## src/rtl/fifo_pkg.sv

```systemverilog
// Shared constants for sync_fifo_prog: read-mode selectors, prefetch FSM encoding
// and the depth helper used to size parameters.
package fifo_pkg;

  localparam int FWFT_OFF = 0;
  localparam int FWFT_ON  = 1;

  typedef enum logic [1:0] {
    PF_EMPTY = 2'd0,
    PF_FETCH = 2'd1,
    PF_HOLD  = 2'd2
  } pf_state_e;

  function automatic int fifo_depth(input int addr_width);
    return 1 << addr_width;
  endfunction

endpackage

```

## src/rtl/sdp_ram.sv

```systemverilog
// Simple dual-port RAM: one write port, one registered read port (1-cycle latency).
// The array has no reset so it maps onto block RAM.
module sdp_ram #(
  parameter int DATA_WIDTH = 8,
  parameter int ADDR_WIDTH = 8
) (
  input  logic                  clk,
  input  logic                  we,
  input  logic [ADDR_WIDTH-1:0] waddr,
  input  logic [DATA_WIDTH-1:0] wdata,
  input  logic                  re,
  input  logic [ADDR_WIDTH-1:0] raddr,
  output logic [DATA_WIDTH-1:0] rdata
);

  logic [DATA_WIDTH-1:0] mem [0:(1<<ADDR_WIDTH)-1];
  logic [DATA_WIDTH-1:0] rdata_q;

  always_ff @(posedge clk) begin
    if (we) mem[waddr] <= wdata;
    if (re) rdata_q <= mem[raddr];
  end

  assign rdata = rdata_q;

endmodule

```

## src/rtl/sync_fifo_prog.sv

```systemverilog
// Single-clock FIFO with full/almost flags, flush, error pulses and an optional
// first-word-fall-through output stage in front of a registered-read RAM.
module sync_fifo_prog
  import fifo_pkg::*;
#(
  parameter int DATA_WIDTH = 8,
  parameter int ADDR_WIDTH = 8,
  parameter int FWFT       = FWFT_OFF,
  parameter int AF_LEVEL   = fifo_depth(ADDR_WIDTH) - 4,
  parameter int AE_LEVEL   = 4
) (
  input  logic                  clk,
  input  logic                  nrst,
  input  logic                  clear,
  input  logic                  we,
  input  logic [DATA_WIDTH-1:0] data_in,
  input  logic                  re,
  output logic [DATA_WIDTH-1:0] data_out,
  output logic                  valid,
  output logic                  empty,
  output logic                  full,
  output logic                  almost_full,
  output logic                  almost_empty,
  output logic [ADDR_WIDTH:0]   level,
  output logic                  overflow_err,
  output logic                  underflow_err
);

  localparam int            LW      = ADDR_WIDTH + 1;
  localparam logic [LW-1:0] DEPTH_L = LW'(fifo_depth(ADDR_WIDTH));
  localparam logic [LW-1:0] AF_L    = LW'(AF_LEVEL);
  localparam logic [LW-1:0] AE_L    = LW'(AE_LEVEL);

  logic [LW-1:0]         wr_ptr_q, wr_ptr_d, rd_ptr_q, rd_ptr_d, level_q, level_d;
  logic                  ovf_q, ovf_d, unf_q, unf_d;
  logic                  vld_q, vld_d, shown_q, shown_d;
  pf_state_e             pf_q, pf_d;
  logic                  byp_q, byp_d;
  logic [DATA_WIDTH-1:0] out_q, out_d;
  logic [DATA_WIDTH-1:0] ram_rdata;
  logic                  flush, ram_has, wr_acc, rd_acc, ram_re, head_vld, byp_head;

  assign flush    = clear | ~nrst;
  assign ram_has  = (wr_ptr_q != rd_ptr_q);
  // In FETCH after a pop, the next head already sits in the RAM read register.
  assign byp_head = (pf_q == PF_FETCH) & byp_q;
  assign head_vld = (FWFT == FWFT_ON) ? ((pf_q == PF_HOLD) | byp_head) : vld_q;

  assign full   = (level_q == DEPTH_L);
  assign empty  = (FWFT == FWFT_ON) ? ~head_vld : (level_q == '0);
  assign wr_acc = we & ~full & ~flush;
  assign rd_acc = re & ~empty & ~flush;

  always_comb begin
    wr_ptr_d = wr_ptr_q + LW'(wr_acc);
    level_d  = level_q;
    if (wr_acc & ~rd_acc) level_d = level_q + LW'(1);
    if (rd_acc & ~wr_acc) level_d = level_q - LW'(1);
    ovf_d    = we & full;
    unf_d    = re & empty;
    vld_d    = 1'b0;
    shown_d  = shown_q;
    pf_d     = pf_q;
    byp_d    = byp_q;
    out_d    = out_q;
    ram_re   = 1'b0;
    if (FWFT == FWFT_ON) begin
      case (pf_q)
        PF_EMPTY: begin
          if (ram_has & ~flush) begin
            ram_re = 1'b1;
            pf_d   = PF_FETCH;
            byp_d  = 1'b0;
          end
        end
        PF_FETCH: begin
          if (rd_acc) begin
            ram_re = ram_has;
            pf_d   = ram_has ? PF_FETCH : PF_EMPTY;
            byp_d  = ram_has;
          end else begin
            out_d = ram_rdata;
            pf_d  = PF_HOLD;
            byp_d = 1'b0;
          end
        end
        PF_HOLD: begin
          if (rd_acc) begin
            ram_re = ram_has;
            pf_d   = ram_has ? PF_FETCH : PF_EMPTY;
            byp_d  = ram_has;
          end
        end
        default: pf_d = PF_EMPTY;
      endcase
    end else begin
      ram_re = rd_acc;
      vld_d  = rd_acc;
      if (rd_acc) shown_d = 1'b1;
    end
    rd_ptr_d = rd_ptr_q + LW'(ram_re);
  end

  always_ff @(posedge clk) begin
    if (!nrst || clear) begin
      wr_ptr_q <= '0;
      rd_ptr_q <= '0;
      level_q  <= '0;
      ovf_q    <= 1'b0;
      unf_q    <= 1'b0;
      vld_q    <= 1'b0;
      shown_q  <= 1'b0;
      pf_q     <= PF_EMPTY;
      byp_q    <= 1'b0;
      out_q    <= '0;
    end else begin
      wr_ptr_q <= wr_ptr_d;
      rd_ptr_q <= rd_ptr_d;
      level_q  <= level_d;
      ovf_q    <= ovf_d;
      unf_q    <= unf_d;
      vld_q    <= vld_d;
      shown_q  <= shown_d;
      pf_q     <= pf_d;
      byp_q    <= byp_d;
      out_q    <= out_d;
    end
  end

  sdp_ram #(
    .DATA_WIDTH (DATA_WIDTH),
    .ADDR_WIDTH (ADDR_WIDTH)
  ) u_ram (
    .clk   (clk),
    .we    (wr_acc),
    .waddr (wr_ptr_q[ADDR_WIDTH-1:0]),
    .wdata (data_in),
    .re    (ram_re),
    .raddr (rd_ptr_q[ADDR_WIDTH-1:0]),
    .rdata (ram_rdata)
  );

  // Standard mode masks the unreset RAM register until the first real read.
  assign data_out      = (FWFT == FWFT_ON) ? (byp_head ? ram_rdata : out_q)
                                           : (shown_q ? ram_rdata : '0);
  assign valid         = head_vld;
  assign almost_full   = (level_q >= AF_L);
  assign almost_empty  = (level_q <= AE_L);
  assign level         = level_q;
  assign overflow_err  = ovf_q;
  assign underflow_err = unf_q;

endmodule

```

## config.mk

```make
export PLATFORM = sky130hd
export DESIGN_NAME = sync_fifo_prog
export DESIGN_NICKNAME = d
export VERILOG_FILES = /design/src/rtl/fifo_pkg.sv /design/src/rtl/sdp_ram.sv /design/src/rtl/sync_fifo_prog.sv
export SDC_FILE = /design/constraint.sdc
export NUM_CORES = 2
export LEC_CHECK = 0
export CAP_MARGIN = 30
export CORE_MARGIN = 2
export CORE_UTILIZATION = 50
export DETAILED_ROUTE_END_ITERATION = 6
export PLACE_DENSITY_LB_ADDON = 0.08
export RECOVER_POWER = 50
export SYNTH_ARGS = -nofsm -noshare
export SYNTH_HDL_FRONTEND = slang
export SYNTH_SLANG_ARGS = --single-unit
```

## constraint.sdc

```tcl
create_clock -name clk -period 9.7 [get_ports clk]
set_input_delay 0.97 -clock clk [delete_from_list [all_inputs] [get_ports clk]]
set_output_delay 0.97 -clock clk [all_outputs]
set_load 0.01 [all_outputs]
```

## Word level (Yosys, flattened, before mapping)

Memory sizes are Yosys's and may differ from the RTL's. A register that Yosys moved wholly into a read port is not among the register bits.
Cells that the tools add are included.

- Bits in writable memories: 2,048
- Output and inout bits: 24
- Memories kept: 1
- Input port bits: 13
- Word-level logic and storage cells: 39
- Flip-flop bits (word level): 31

- Add/subtract/negate cells: 4
- Reductions and logical operators: 4
- Mux-type cells: 5
- Eq/ne operators: 1
- Magnitude comparators: 2
- Bitwise logic cells: 15

Memory list:

| memory | depth | bits a word | rd ports | clocked after memory_dff | write ports | line | text |
|---|---|---|---|---|---|---|---|
| u_ram.mem | 256 | 8 | 1 | 1 | 1 | sdp_ram.sv:16 | `logic [DATA_WIDTH-1:0] mem [0:(1<<ADDR_WIDTH)-1];` |

Operators by type and width:

| kind | number |
|---|---|
| 9-bit by 1-bit adder with 9-bit output | 2 |
| 9-bit 2-to-1 mux | 2 |
| 9-bit by 1-bit adder with 9-bit output (second input constant) | 1 |
| 9-bit == test (second input constant) | 1 |
| 9-bit by 8-bit >= comparator with 1-bit output (second input constant) | 1 |
| 9-bit by 3-bit <= comparator with 1-bit output (second input constant) | 1 |
| 9-bit logical NOT | 1 |
| 9-bit by 1-bit subtractor with 9-bit output (second input constant) | 1 |
| 1-bit bitwise AND | 8 |
| 8-bit 2-to-1 mux | 1 |
| 1-bit NOT | 6 |
| 1-bit 2-to-1 mux | 2 |
| 2-bit nonzero test | 1 |
| 1-bit logical NOT | 1 |
| 1-bit logical OR | 1 |
| 1-bit OR | 1 |

## Depth between registers and ports, before layout

- Word-level depth: 8
- Gate-level depth with buffers: 16
- Depth with buffers taken out: 15

## By module

A second synthesis with hierarchy kept.

- Cells, all modules: 3,936
- Area total of the unflattened synthesis: 81,329.3 sq um

By module, submodules not included:

| module | area each (sq um) | sequential area each (sq um) | times used | cells each |
|---|---|---|---|---|
| sdp_ram | 79,636.4 | 61,739.2 | 1 | 3,733 |
| sync_fifo_prog | 1,692.9 | 580.6 | 1 | 203 |

## Worst setup path before layout

OpenSTA, ideal clock, no wires.

- Kind: input -> register
- Start point: in nrst
- End point: reg level_q[8] (netlist: level[8])
- Path buffers: 1
- Stages on the path: 14
- Arrival time: 4,049 ps
- Data required time: 9,572 ps
- Slack: 5,524 ps
- Library setup time: 128 ps
- Cell sequence: nor2b_1 -> nand2_1 -> nor2_1 -> ha_1 -> clkbuf_1 -> xor2_1 -> ha_1 -> a21oi_1 -> o22a_1 -> o21ai_0 -> a2111oi_0 -> a21oi_1 -> xor2_1 -> nor2_1

- Cells in the longest elaborated chain, start to end: 7
- Elaborated cells on any way between the ends: 13
- Classes of those cells: mux (1); bitwise (9); reduce/logical (3)

Ends and longest elaborated chain:

| what | line | text |
|---|---|---|
| from (decl) | sync_fifo_prog.sv:13 | `input logic nrst,` |
| 1-bit NOT * | sync_fifo_prog.sv:43 | `assign flush = clear \| ~nrst;` |
| 1-bit OR * | sync_fifo_prog.sv:43 |  |
| 1-bit NOT * | sync_fifo_prog.sv:52 | `assign rd_acc = re & ~empty & ~flush;` |
| 1-bit bitwise AND * | sync_fifo_prog.sv:52 |  |
| named net ram_re | sync_fifo_prog.sv:41 | `logic flush, ram_has, wr_acc, rd_acc, ram_re, head_vld, byp_head;` |
| 1-bit NOT | sync_fifo_prog.sv:57 | `if (wr_acc & ~rd_acc) level_d = level_q + LW'(1);` |
| 1-bit bitwise AND | sync_fifo_prog.sv:57 |  |
| 2-bit nonzero test (no line) | - |  |
| to (signal assigned) | sync_fifo_prog.sv:119 | `level_q <= level_d;` |
| to (decl) | sync_fifo_prog.sv:34 | `logic [LW-1:0] wr_ptr_q, wr_ptr_d, rd_ptr_q, rd_ptr_d, level_q, level_d;` |

The timed path passes the listed nets; every way through them passes the cells marked *.
A chain may end at the register's enable or synchronous reset.

## Final worst setup path

- Start point: in data_in[7]
- End point: mem u_ram.mem[247][7], data pin

RTL lines:

| what | line | text |
|---|---|---|
| from (decl) | sync_fifo_prog.sv:16 | `input logic [DATA_WIDTH-1:0] data_in,` |
| to (decl) | sdp_ram.sv:16 |  |

Straight into the memory's write port.

==> summary.md <==
| Metric | Value |
|---|---|
| Clock tree from TritonCTS | built |
| DRT iter0 DRCs | 4868 |
| Hold path endpoint | level[6] |
| Pleak | 26.6 nW |
| Pre-antenna DRT Iters | 5 |
| RSZ-0062 raised after global routing | false |
| Die area | 166000 µm² |
| Grt peak-use layer | met2 |
| Post-DR wirelength/cell | 34.5 µm |
| Clk Latency, worst-skew pair | 0.84 ns |
| WHS Path Cells | 2 |
| Top_reg_cell synth | edfxtp_1 |
| Leading area contributor after synthesis | edfxtp_1 |
| Routed Antenna Nets | 0 |
| Min-Delay Path Class | register to register |
| Yosys top cell area share | 75.9% |
| Die width | 407 µm |
| GR Util met3 | 5.30% |
| Critical Path Sink Type | register |
| FFs w/ async S/R, synth | 0% |
| Worst EP required | 10.18 ns |
| Area after DPL | 84000 µm² |
| Clk_skew | 0.0343 ns |
| Core footprint | 162000 µm² |
| CTS max path bufs | 3 |
| First-pass GRT wire length | 310000 µm |
| I/O pin cnt | 37 |
| Number of global-route vias before repair | 39900 |
| Finished Layout Cells | 6380 |
| Tightest Pin Transition | 5.96 ns |
| Hold_buf cts | 0 |
| Final setup fails | 0 |
| GRT Total Usage | 26.4% |
| Synthesized cell area | 81300 µm² |
| Critical path data arrival time | 7.10 ns |
| Syn nets | 3959 |
| Met1 Usage GRT | 38.7% |
| Vias per cell | 6.34 |
| H-Tree Depth | 4 |
| # rows | 148 |
| Avg Cell Area, Syn | 20.7 µm² |
| Post-CTS resize count | 0 |
| Worst r2r src | rd_ptr_q[2] |
| Clk pin slew, worst setup/hold paths | 0.06 ns |
| CP Max Fanout | 114 |
| Worst hold slack | 0.586 ns |
| Hold Violations, Final | 0 |
| Pwr Density | 198 nW/µm² |
| Routed wire length | 220000 µm |
| Pwr Total | 17.9 mW |
| Violated checks | max-capacitance violations, max-slew violations |
| Synthesis-to-finish area growth | 11.2% |
| Fraction of layout cells with a size suffix above 1 | 20.4% |
| R2R Setup Slk | 4.99 ns |
| Top cells by area, synth | edfxtp_1, mux4_2, mux2i_1, nor2_1, a22oi_1 |
| Pin count of the biggest net entering global routing | 154 |
| Crit path launch type | input port |
| Drt drc | 0 |
| Vias | 40500 |
| Max VDD drop | 0.193 mV |
| Root Driver | clkbuf_16 |
| RD Place Congestion | 0.829 |
| Die Y | 407 µm |
| Final Slew Violations | 847 |
| Max Cap Viol | 9 |
| Design Area, Final | 90500 µm² |
| Setup Fix Bufs, Post-CTS | 0 |
| Rel. slew slack | -297% |
| Synthesized instance count | 3938 |
| End of the worst register-to-register path | u_ram.rdata[4] |
| YS warnings | 0 |
| Post-detail-place hpwl | 128000 µm |
| Filler cell count | 12300 |
| Post-synth EDFFs | 2056 |
| Number of synthesized register bits | 2085 |
| Register area share after synthesis | 76.6% |
| Port buffer count | 36 |
| Global-route track usage on met2 | 40.5% |
| Setup CP Type | input port to register |
| Cell variety after synth | 71 |
| Initial antenna violation count | 2 |
| Nets | 4054 |
| Hold path start | level[6] |
| F_max | 151 MHz |
| Worst reg2reg path depth | 7 |
| Initial Util | 50.1% |
| Part of the cycle the worst path needs | 68.2% |
| Cts bufs inserted | 209 |
| # placed instances | 5997 |
| Final min period | 6.62 ns |
| Remaining Overflow, GRT | 0 |
| Status | complete, but fails checks |
| Final setup TNS | 0 ns |
| Clock Sinks | 2085 |
critical path, cell delays in order:
cell      delay (ns)
clkbuf_1        3.96
buf_4           1.11
buf_4           0.84
metal layers:
layer / vias up / wire (µm)
li1: 16600 / -
met1: 21800 / 92100
met2: 1802 / 103000
met3: 313 / 17700
met4: 4 / 6800
met5: - / 109
cells in the mapped netlist (8+ instances only):
master	number
or3_1	8
buf_1	13
edfxtp_1	2056
xnor2_1	10
mux4_2	437
o22ai_1	22
a21oi_1	76
buf_8	20
mux2i_1	203
nor3_1	15
buf_2	53
inv_1	9
dfxtp_1	29
buf_4	15
nand2_1	68
a211oi_1	33
nor2b_1	21
a22oi_1	103
o221ai_1	14
ha_1	8
xor2_1	12
and2_1	20
buf_6	28
nand3_1	28
a22o_1	16
mux2_2	12
o21ai_0	50
clkbuf_1	107
nor2_1	305
a221oi_1	46
cell type report:
cell class,instances,area [µm²],area share [%]
Clock inverter,126,1090,1.20
Sequential cell,2085,62300,68.9
Clock buffer,256,5490,6.07
Multi-Input combinational cell,1605,17600,19.4
Timing Repair Buffer,123,1210,1.34
Inverter,9,33.8,0.0373
Tap cell,2175,2720,3.01
Antenna cell,1,2.50,0.00277
layout by cell type, fill, tap and decap left out, drive strengths merged, types with 7 or more instances in the layout:
cell	n
clkinv	100
bufinv	16
mux4	439
dlygate4sd3	11
or3	8
and2	20
nor2b	21
dfxtp	29
clkbuf	267
a21oi	76
nand2	68
nand3	28
clkdlybuf4s50	17
a211oi	34
a221oi	46
a22o	16
a31oi	7
nor2	305
inv	13
xnor2	10
mux2i	203
a22oi	103
mux2	13
nor3	15
buf	84
edfxtp	2056
and3	7
ha	8
o21ai	53
o22ai	22
xor2	12
o221ai	14
logic make-up after synthesis:
logic type      Yosys count  share of synthesized area (%)
compound gates          419                           3.62
mux                     655                           14.8
flops                  2085                           76.6
simple gates            501                           2.67
fa+ha+maj                 8                          0.123
buf+inv                 248                           1.87
xor+xnor                 22                          0.237
through the flow:
| step | utilization [%] | worst slack, ns |
|---|---|---|
| 2_1_floorplan | - | 5.52 |
| 3_3_place_gp | 51.6 | 4.33 |
| 3_5_place_dp | 51.8 | 4.43 |
| 4_1_cts | 55.8 | 5.14 |
| 5_1_grt | 55.8 | 2.62 |
| 6_report | 55.8 | 3.08 |
worst max-delay path by stage:
stage,end,startpoint,slack (ns)
floorplan,level[8],nrst,5.52
global placement,level[8],nrst,4.33
detailed placement,level[7],nrst,4.43
CTS,u_ram.rdata[4],rd_ptr_q[2],5.14
global route,u_ram.mem[32][7],data_in[7],2.62
finish,u_ram.mem[247][7],data_in[7],3.08
sequential cells by signal (all words and copies together), names as in the netlist:
| register | cells |
|---|---|
| shown_q | 1 |
| rd_ptr_q | 8 |
| underflow_err | 1 |
| level | 9 |
| wr_ptr_q | 8 |
| overflow_err | 1 |
| valid | 1 |
| u_ram.mem | 2048 |
| u_ram.rdata | 8 |
power by group:
group          switching, mW  internal (mW)
registers            0.00115           9.91
clock network           3.39           4.43
logic                  0.177         0.0217
total                   3.57           14.4
(Power assumes the default switching activity.)
